<file path="src/rtl/tx_seq_pkg.sv">
// Shared command encodings, FSM state type and default widths for the
// transmit fire sequencer and its step table.
package tx_seq_pkg;

  localparam int DEF_NUM_CH = 8;
  localparam int DEF_NSTEPS = 16;
  localparam int DEF_PD_W   = 16;
  localparam int DEF_CT_W   = 9;
  localparam int DEF_GAP_W  = 16;
  localparam int DEF_REP_W  = 16;

  typedef enum logic [1:0] {
    CMD_NOP  = 2'b00,
    CMD_BUF  = 2'b01,
    CMD_FIRE = 2'b10,
    CMD_RST  = 2'b11
  } cmd_t;

  typedef enum logic [2:0] {
    ST_CLR,
    ST_IDLE,
    ST_LOAD,
    ST_FIRE,
    ST_GAP,
    ST_DONE
  } state_t;

endpackage

</file>
<file path="src/rtl/tx_fire_sequencer_table.sv">
// Step table: per-step {pd,ct} for every channel plus a tx mask, one write
// port and a registered read of a whole step onto the wide channel buses.
module tx_step_table
  import tx_seq_pkg::*;
#(
  parameter int NUM_CH = DEF_NUM_CH,
  parameter int NSTEPS = DEF_NSTEPS,
  parameter int PD_W   = DEF_PD_W,
  parameter int CT_W   = DEF_CT_W
) (
  input  logic                        clk,
  input  logic                        reset,
  input  logic                        we,
  input  logic                        maskWe,
  input  logic [$clog2(NSTEPS)-1:0]   wrStep,
  input  logic [$clog2(NUM_CH)-1:0]   wrCh,
  input  logic [PD_W-1:0]             wrPd,
  input  logic [CT_W-1:0]             wrCt,
  input  logic [NUM_CH-1:0]           wrMask,
  input  logic                        rdEn,
  input  logic [$clog2(NSTEPS)-1:0]   rdStep,
  output logic [NUM_CH*PD_W-1:0]      rdPd,
  output logic [NUM_CH*CT_W-1:0]      rdCt,
  output logic [NUM_CH-1:0]           rdMask
);

  localparam int CH_W = $clog2(NUM_CH);

  logic [PD_W-1:0]   pdMem   [NSTEPS][NUM_CH];
  logic [CT_W-1:0]   ctMem   [NSTEPS][NUM_CH];
  logic [NUM_CH-1:0] maskMem [NSTEPS];

  // Storage is deliberately not reset; only the read registers are.
  always_ff @(posedge clk) begin
    if (we) begin
      pdMem[wrStep][wrCh] <= wrPd;
      ctMem[wrStep][wrCh] <= wrCt;
    end
    if (maskWe) maskMem[wrStep] <= wrMask;
  end

  always_ff @(posedge clk) begin
    if (reset) begin
      rdPd   <= '0;
      rdCt   <= '0;
      rdMask <= '0;
    end else if (rdEn) begin
      for (int unsigned i = 0; i < NUM_CH; i++) begin
        rdPd[i*PD_W +: PD_W] <= pdMem[rdStep][CH_W'(i)];
        rdCt[i*CT_W +: CT_W] <= ctMem[rdStep][CH_W'(i)];
      end
      rdMask <= maskMem[rdStep];
    end
  end

endmodule

</file>
<file path="src/rtl/tx_fire_sequencer.sv">
// Steps a channel array through LOAD/FIRE/GAP for each programmed step and pass.
// Optional macro TXSEQ_WDOG_EN adds a FIRE watchdog and the wdog_err output.
module tx_fire_sequencer
  import tx_seq_pkg::*;
#(
  parameter int NUM_CH = DEF_NUM_CH,
  parameter int NSTEPS = DEF_NSTEPS,
  parameter int PD_W   = DEF_PD_W,
  parameter int CT_W   = DEF_CT_W,
  parameter int GAP_W  = DEF_GAP_W,
  parameter int REP_W  = DEF_REP_W
`ifdef TXSEQ_WDOG_EN
  , parameter int WDOG_CYC = 2 ** (PD_W + 1)
`endif
) (
  input  logic                        clk,
  input  logic                        reset,
  input  logic                        cfg_we,
  input  logic                        cfg_mask_we,
  input  logic [$clog2(NSTEPS)-1:0]   cfg_step,
  input  logic [$clog2(NUM_CH)-1:0]   cfg_ch,
  input  logic [PD_W-1:0]             cfg_pd,
  input  logic [CT_W-1:0]             cfg_ct,
  input  logic [NUM_CH-1:0]           cfg_mask,
  input  logic [$clog2(NSTEPS):0]     num_steps,
  input  logic [REP_W-1:0]            num_reps,
  input  logic [GAP_W-1:0]            gap_cycles,
  input  logic                        start,
  input  logic                        abort,
  input  logic [NUM_CH-1:0]           ch_active,
  output logic [1:0]                  ch_cmd,
  output logic [NUM_CH*PD_W-1:0]      ch_pd,
  output logic [NUM_CH*CT_W-1:0]      ch_ct,
  output logic [NUM_CH-1:0]           ch_mask,
  output logic                        busy,
  output logic                        done,
  output logic                        aborted,
  output logic                        cfg_rej,
  output logic [$clog2(NSTEPS)-1:0]   cur_step
`ifdef TXSEQ_WDOG_EN
  , output logic                      wdog_err
`endif
);

  localparam int STEP_W = $clog2(NSTEPS);

  state_t             state;
  logic               loadCnt;
  logic [1:0]         fireCnt;
  logic [GAP_W-1:0]   gapCnt, gapR;
  logic [STEP_W:0]    stepCnt, numStepsR;
  logic [REP_W-1:0]   repCnt, numRepsR;
  logic               idle, rdEn, gapEnd, wdogHit;

  assign idle     = (state == ST_IDLE);
  assign rdEn     = (state == ST_LOAD) && !loadCnt;
  assign gapEnd   = ({1'b0, gapCnt} + 1'b1) >= {1'b0, gapR};
  assign cur_step = stepCnt[STEP_W-1:0];

  tx_step_table #(
    .NUM_CH (NUM_CH),
    .NSTEPS (NSTEPS),
    .PD_W   (PD_W),
    .CT_W   (CT_W)
  ) u_table (
    .clk    (clk),
    .reset  (reset),
    .we     (cfg_we & idle),
    .maskWe (cfg_mask_we & idle),
    .wrStep (cfg_step),
    .wrCh   (cfg_ch),
    .wrPd   (cfg_pd),
    .wrCt   (cfg_ct),
    .wrMask (cfg_mask),
    .rdEn   (rdEn),
    .rdStep (cur_step),
    .rdPd   (ch_pd),
    .rdCt   (ch_ct),
    .rdMask (ch_mask)
  );

`ifdef TXSEQ_WDOG_EN
  localparam int WD_W = $clog2(WDOG_CYC) + 1;
  logic [WD_W-1:0] wdogCnt;

  assign wdogHit = (state == ST_FIRE) && (wdogCnt == WD_W'(WDOG_CYC - 1));

  always_ff @(posedge clk) begin
    if (reset) begin
      wdogCnt  <= '0;
      wdog_err <= 1'b0;
    end else begin
      wdogCnt <= (state == ST_FIRE) ? wdogCnt + 1'b1 : '0;
      if (wdogHit)            wdog_err <= 1'b1;
      else if (idle && start) wdog_err <= 1'b0;
    end
  end
`else
  assign wdogHit = 1'b0;
`endif

  always_ff @(posedge clk) begin
    if (reset) begin
      state     <= ST_CLR;
      ch_cmd    <= CMD_NOP;
      busy      <= 1'b0;
      done      <= 1'b0;
      aborted   <= 1'b0;
      cfg_rej   <= 1'b0;
      loadCnt   <= 1'b0;
      fireCnt   <= '0;
      gapCnt    <= '0;
      gapR      <= '0;
      stepCnt   <= '0;
      numStepsR <= '0;
      repCnt    <= '0;
      numRepsR  <= '0;
    end else begin
      done    <= 1'b0;
      aborted <= 1'b0;
      cfg_rej <= (cfg_we | cfg_mask_we) & ~idle;
      if (!idle && (abort || wdogHit)) begin
        state   <= ST_CLR;
        ch_cmd  <= CMD_RST;
        busy    <= 1'b1;
        aborted <= 1'b1;
      end else begin
        case (state)
          // Leaving reset, CLR first spends a cycle raising the reset command,
          // so the channels always see exactly one 11 before IDLE.
          ST_CLR: begin
            if (ch_cmd == CMD_RST) begin
              state  <= ST_IDLE;
              ch_cmd <= CMD_NOP;
              busy   <= 1'b0;
            end else begin
              ch_cmd <= CMD_RST;
              busy   <= 1'b1;
            end
          end
          ST_IDLE: begin
            if (start && !abort) begin
              if (num_steps == '0) begin
                done <= 1'b1;
              end else begin
                state     <= ST_LOAD;
                ch_cmd    <= CMD_BUF;
                busy      <= 1'b1;
                loadCnt   <= 1'b0;
                stepCnt   <= '0;
                repCnt    <= '0;
                numStepsR <= num_steps;
                numRepsR  <= (num_reps == '0) ? REP_W'(1) : num_reps;
                gapR      <= gap_cycles;
              end
            end
          end
          ST_LOAD: begin
            if (!loadCnt) begin
              loadCnt <= 1'b1;
            end else begin
              state   <= ST_FIRE;
              ch_cmd  <= CMD_FIRE;
              fireCnt <= '0;
            end
          end
          ST_FIRE: begin
            if (fireCnt != 2'd2) begin
              fireCnt <= fireCnt + 1'b1;
            end else if (ch_active == '0) begin
              state  <= ST_GAP;
              ch_cmd <= CMD_BUF;
              gapCnt <= '0;
            end
          end
          ST_GAP: begin
            if (!gapEnd) begin
              gapCnt <= gapCnt + 1'b1;
            end else if ((stepCnt + 1'b1) < numStepsR) begin
              state   <= ST_LOAD;
              loadCnt <= 1'b0;
              stepCnt <= stepCnt + 1'b1;
            end else if (({1'b0, repCnt} + 1'b1) < {1'b0, numRepsR}) begin
              state   <= ST_LOAD;
              loadCnt <= 1'b0;
              stepCnt <= '0;
              repCnt  <= repCnt + 1'b1;
            end else begin
              state  <= ST_DONE;
              ch_cmd <= CMD_NOP;
              done   <= 1'b1;
            end
          end
          ST_DONE: begin
            state  <= ST_CLR;
            ch_cmd <= CMD_RST;
          end
          default: begin
            state  <= ST_CLR;
            ch_cmd <= CMD_RST;
            busy   <= 1'b1;
          end
        endcase
      end
    end
  end

endmodule

</file>
<file path="config.mk">
export PLATFORM = sky130hd
export DESIGN_NAME = tx_fire_sequencer
export DESIGN_NICKNAME = d
export VERILOG_FILES = /design/src/rtl/tx_seq_pkg.sv /design/src/rtl/tx_fire_sequencer_table.sv /design/src/rtl/tx_fire_sequencer.sv
export SDC_FILE = /design/constraint.sdc
export NUM_CORES = 2
export LEC_CHECK = 0
export ABC_CLOCK_PERIOD_IN_PS = 3670
export BUFFER_PORTS_ARGS = -buffer_cell sky130_fd_sc_hd__buf_2
export CORE_UTILIZATION = 56
export DETAILED_ROUTE_END_ITERATION = 16
export PLACE_DENSITY = 0.75
export SYNTH_ARGS = -nofsm -noshare
export SYNTH_HDL_FRONTEND = slang
export SYNTH_SLANG_ARGS = --single-unit
</file>
<file path="constraint.sdc">
create_clock -name clk -period 3.67 [get_ports clk]
set_clock_uncertainty 0.05 [all_clocks]
set_input_delay 0.1835 -clock clk [delete_from_list [all_inputs] [get_ports clk]]
set_output_delay 0.1835 -clock clk [all_outputs]
set_load 0.01 [all_outputs]
</file>
Word-level counts from Yosys, hierarchy flattened
Memory sizes are Yosys's and may differ from the RTL's. A register that Yosys moved wholly into a read port is not among the register bits. Cells that the tools add are included.

Output and inout port bits: 218. Bits in writable memories: 3328. Input port bits: 91. Memories: 3. Register bits: 86. Word-level logic and storage cells: 158.

Memories: u_table.pdMem (words 16, width 128, read ports 1, clocked after memory_dff 1, wr ports 1, line tx_fire_sequencer_table.sv:29) `logic [PD_W-1:0] pdMem [NSTEPS][NUM_CH];`; u_table.ctMem (words 16, width 72, read ports 1, clocked after memory_dff 1, wr ports 1, line tx_fire_sequencer_table.sv:30) `logic [CT_W-1:0] ctMem [NSTEPS][NUM_CH];`; u_table.maskMem (words 16, width 8, read ports 1, clocked after memory_dff 1, wr ports 1, line tx_fire_sequencer_table.sv:31) `logic [NUM_CH-1:0] maskMem [NSTEPS];`.

Reduce and logical (&&, ||, !) cells: 26. Add/sub/neg operators: 6. Muxes and demuxes: 68. Order comparisons: 5. Bitwise operators: 8. Equal/unequal tests: 28.

Operators by type and width (number): $mux W16 (10); $mux W128 (1); $mux W72 (1); $pmux W16 S2 (2); $demux W16 S3 (1); $add A16 B1 Y17 const B (2); $add A16 B1 Y16 const B (2); $demux W9 S3 (1); $mux W3 (9); $mux W5 (5); $mux W2 (12); $ne A2 B2 Y1 const B (11); $ne A3 B3 Y1 const B (7); $mux W1 (18); $ge A17 B16 Y1 (1); $lt A17 B16 Y1 (1); $logic_not A16 Y1 (1); $pmux W3 S5 (1); $reduce_and A7 Y1 (2); $reduce_and A6 Y1 (2); $pmux W2 S5 (1); $pmux W5 S2 (1); $mux W9 (1); $logic_not A8 Y1 (1); 31 further kinds (47).

Longest topological paths before layout
Depth in word-level cells: 7. Depth in mapped cells: 16. Mapped depth without buffers: 14.

By module
Synthesis repeated with hierarchy kept, for this count alone.

Cell total of the unflattened synthesis: 8570. Area, all modules: 140039.3 um^2.

By module, submodules not included: tx_step_table (instances 1, area an instance 134816.8 um^2, sequential area each 104099.8 um^2, cells an instance 7928); tx_fire_sequencer (instances 1, area an instance 5222.5 um^2, sequential area each 1721.7 um^2, cells an instance 642).

Worst setup path after synthesis
OpenSTA, ideal clock, no wires.

Path type: reg2reg. Start point: reg repCnt[6]. End point: reg repCnt[10]. Setup slack: 0.099 ns. Period minus slack after synthesis: 3.571 ns. Required time: 3.548 ns. Arrival: 3.450 ns. Buffers on the path: 3. Cell stages (with the launch flop): 16. Library setup time: 0.072 ns. Cell sequence: dfxtp_1 > nand3_2 > or4_4 > buf_6 > or3_2 > nand2_1 > ha_1 > nand2_1 > nor3_1 > a2111oi_0 > o211a_1 > a31oi_1 > buf_4 > nor2_1 > buf_4 > mux2i_1.

Word-level cells in the longest chain between the ends: 5. Elaborated cells between the ends (all ways): 9. Classes of those cells: 2 x add/sub; 1 x order compare; 1 x eq/ne; 4 x mux; 1 x reduce/logical.

RTL lines: start, declared (line tx_fire_sequencer.sv:52) `logic [REP_W-1:0] repCnt, numRepsR;`; start signal, assigned (line tx_fire_sequencer.sv:187) `repCnt <= repCnt + 1'b1;`; branches (longest 5 deep; another with $add A16 B1 Y17).

Several ways; the timed one is not identified. The select of a mux whose other input is x is not followed. A chain may end at the register's enable or synchronous reset.

Worst setup path in the final report
Start point: reg repCnt[0]. End point: reg repCnt[12].

Same word-level chain as after synthesis.

==> results.toml <==
[yosys]
synthArstFlopShare = 0
ys_types = 70
ys.flop_type = "edfxtp_1"
mappedNetlistArea_um2 = 137200
ys_ff_latch = 3622
ys_seq_area_frac = 0.7713
synth_edf_count = 3328
syn_inst = 6308
syn_avg_cell_area_um2 = 21.75
yosysWarnings = 0
syn_nets = 6438

[drt]
postRouteAntennaNets = 0
drt_iter0_markers = 8434
route.detailed.drc = 0
dr.pass1.iters = 5
route.vias.total = 69840
wire_per_inst_um = 33.33
routed_via_density = 6.598
routed_wl_um = 352800

[min_path]
min_path_type = "primary input to register"

[timing]
maxSlewHeadroom = 0.04379
setup_violations = 0
worst_pin_slew_ns = 1.434
min_period_ns = 3.637
fmax_mhz = 274.9
maxSlewViolCount = 0
hold_violations = 0
fin_crit_sh = 0.9911

[clock_network]
path_clk_slew_ns = 0.06
h-tree-depth = 5
cts_tree = "yes"
clkLatencyLatePin_ns = 0.97
cts_inserted_buffers = 369
cts_root_buf = "clkbuf_16"
clkSinkCount = 3622
cts_buffer_depth = 4

[floorplan]
rows = 181
core_area_um2 = 243500
ios = 309
die_y_um = 497.0
dieArea_um2 = 247000
dieWidth_um = 497.0
initial_core_util = 0.5635

[global_routing]
grt_pass1_wl_um = 504100
use_met1 = 0.3673
grt_max_degree = 125
top_usage_layer = "met2"
overflow = 0
use_met3 = 0.05514
grt_pass1_vias = 71830
antenna_found_initial = 27
grt_usage = 0.2860
use_met2 = 0.4809

[placed_design]
dp.cells = 9791
gp_congestion = 0.7959
port_buffers = 308
place_hpwl_um = 181500

[power_and_ir_drop]
internal_power_uw = 66550
p_sw_frac = 0.1987
leakagePower_uw = 0.04921
ir_worst_vdd_mv = 0.5143
pwr-share-comb = 0.018
pwr_density_cell_nw_per_um2 = 522.5
clkPwrFrac = 0.439
power_switching_uw = 16510
power_frac_seq = 0.543

[critical_path]
endpoint_kind = "register"
cp-start-kind = "register"
path_max_fanout = 7
path_class = "register to register"
arrival_ns = 4.36
cp_data_required_time_ns = 4.40

[finish]
final_common_cell = "edfxtp_1"
drive_gt1_frac = 0.3219
nets = 7215
fin_cells = 10590
seqCellArea_um2 = 105800
multi_input_area_um2 = 30890
synthToLayoutAreaGrowth_pct = 15.87
postLayoutCoreUtil = 0.6530
mostFrequentLayoutCells = "3328 x edfxtp_1, 1040 x mux4_2, 505 x nand2_1"
nFillCells = 14950

[outcome]
status = "finished clean"

[flow_run]
cap_violations = 0
repair_timing:
| action | in CTS | in global routing |
|---|---|---|
| hold buffers | 119 | 0 |
| setup endpoints to repair | 23 | 79 |
| hold endpoints to repair | 2092 | 0 |
| setup buffers | 1 | 5 |
| gates cloned | 0 | 0 |
| resized for setup | 6 | 39 |
| pin swaps | 2 | 13 |
kinds of logic after synthesis:
group | after synthesis | synth area share
simple gates | 824 | 0.02455
fa+ha+maj | 39 | 0.003557
compound gates | 333 | 0.01379
flops | 3622 | 0.7713
xor+xnor | 26 | 0.001715
mux | 1072 | 0.1731
buf+inv | 392 | 0.01199
metrics by stage:
stage / cell area [um^2] / setup TNS [ns] / hold slack (ns) / total power [uW] / setup WS [ns]
final: 159000 / 0 / 0.06929 / 83050 / 0.03254
after global routing: 159000 / -1.421 / 0.06936 / 84950 / -0.1458
after CTS: 158700 / 0 / 0.01360 / 83370 / 0.01016
after detailed placement: 145900 / -4.520 / 0.3932 / 47330 / -0.2940
after global placement: 145900 / -0.1370 / 0.3771 / 47250 / -0.04675
after floorplan: 137200 / 0 / 0.2324 / 46320 / 0.09879
final timing paths:
check               startpoint                end  slack, ns  cells after the start
max                  repCnt[0]         repCnt[12]       0.03                     14
min              gap_cycles[1]            gapR[1]       0.07                      4
max reg2reg          repCnt[0]         repCnt[12]       0.03                     14
min reg2reg  u_table.rdPd[121]  u_table.rdPd[121]       0.40                      2
metal layers:
layer	vias to the layer above	routed length, um	part of all wire
li1	27650	-	-
met1	36840	124300	0.35
met2	4501	179700	0.51
met3	850	33280	0.094
met4	4	15460	0.044
met5	-	26	0.000074
state kept, by name (all words and copies together) (netlist names):
signal,flops
stepCnt,5
cfg_rej,1
numRepsR,16
done,1
gapR,16
u_table.rdPd,128
aborted,1
fireCnt,2
u_table.pdMem,2048
state,3
repCnt,16
u_table.rdCt,72
loadCnt,1
gapCnt,16
u_table.rdMask,8
u_table.ctMem,1152
ch_cmd,2
u_table.maskMem,128
numStepsR,5
busy,1
power by group through the flow:
stage,registers (uW),logic (uW),clock network [uW]
2_1_floorplan,46000,309,0
3_3_place_gp,46000,1250,0
3_5_place_dp,46000,1320,0
4_1_cts,45100,1440,36800
5_1_grt,45100,1550,38300
6_report,45100,1470,36500
Yosys cell counts (3+ instances only):
cell type / n / area [um^2]
edfxtp_1: 3328 / 99940
a21oi_1: 249 / 1246
inv_1: 38 / 142.6
and2_1: 4 / 25.02
nor4_1: 7 / 43.79
o211a_1: 6 / 60.06
nor3_1: 11 / 55.05
nand4_1: 7 / 43.79
o31ai_1: 4 / 30.03
buf_4: 8 / 60.06
buf_1: 39 / 146.4
nand3b_1: 3 / 22.52
xnor2_1: 17 / 148.9
o21a_1: 3 / 22.52
a221oi_1: 3 / 26.28
a311oi_1: 3 / 26.28
clkbuf_1: 226 / 848.3
mux2i_1: 31 / 310.3
and4_1: 3 / 26.28
and3_1: 5 / 31.28
nor2b_1: 9 / 56.30
a31o_1: 3 / 26.28
a22o_1: 9 / 78.83
nand2_1: 510 / 1914
o21ai_0: 18 / 90.09
a21o_1: 10 / 75.07
xor2_1: 8 / 70.07
nand2b_1: 5 / 31.28
mux4_2: 1040 / 23420
nor2_1: 198 / 743.2
ha_1: 39 / 488.0
o22ai_1: 3 / 18.77
nand3_1: 44 / 220.2
buf_2: 74 / 370.4
dfxtp_1: 294 / 5886
o311ai_0: 4 / 35.03
or3_1: 5 / 31.28
clkbuf_8: 3 / 41.29
critical path, stage by stage, from the launching register on:
cell and delay, ns:
dfxtp_4 0.39, nand2_2 0.07, or4_4 0.57, nor2_4 0.14, nand3_2 0.12, xnor2_2 0.26
ha_4 0.25, nand3_4 0.10, nor3_4 0.06, a2111oi_4 0.34, o211a_1 0.23, a31oi_2 0.12
buf_4 0.21, o311ai_0 0.44, o31ai_1 0.14
layout make-up:
| type | count | area share |
|---|---|---|
| well taps | 3202 | 0.02520 |
| clock buffers | 496 | 0.06375 |
| clock inverters | 158 | 0.009327 |
| multi-input cells | 2294 | 0.1943 |
| diodes | 15 | 0.0002361 |
| repair buffers | 759 | 0.04043 |
| inverters | 39 | 0.0009209 |
| flip-flops and latches | 3622 | 0.6658 |
(Power assumes the default switching activity.)
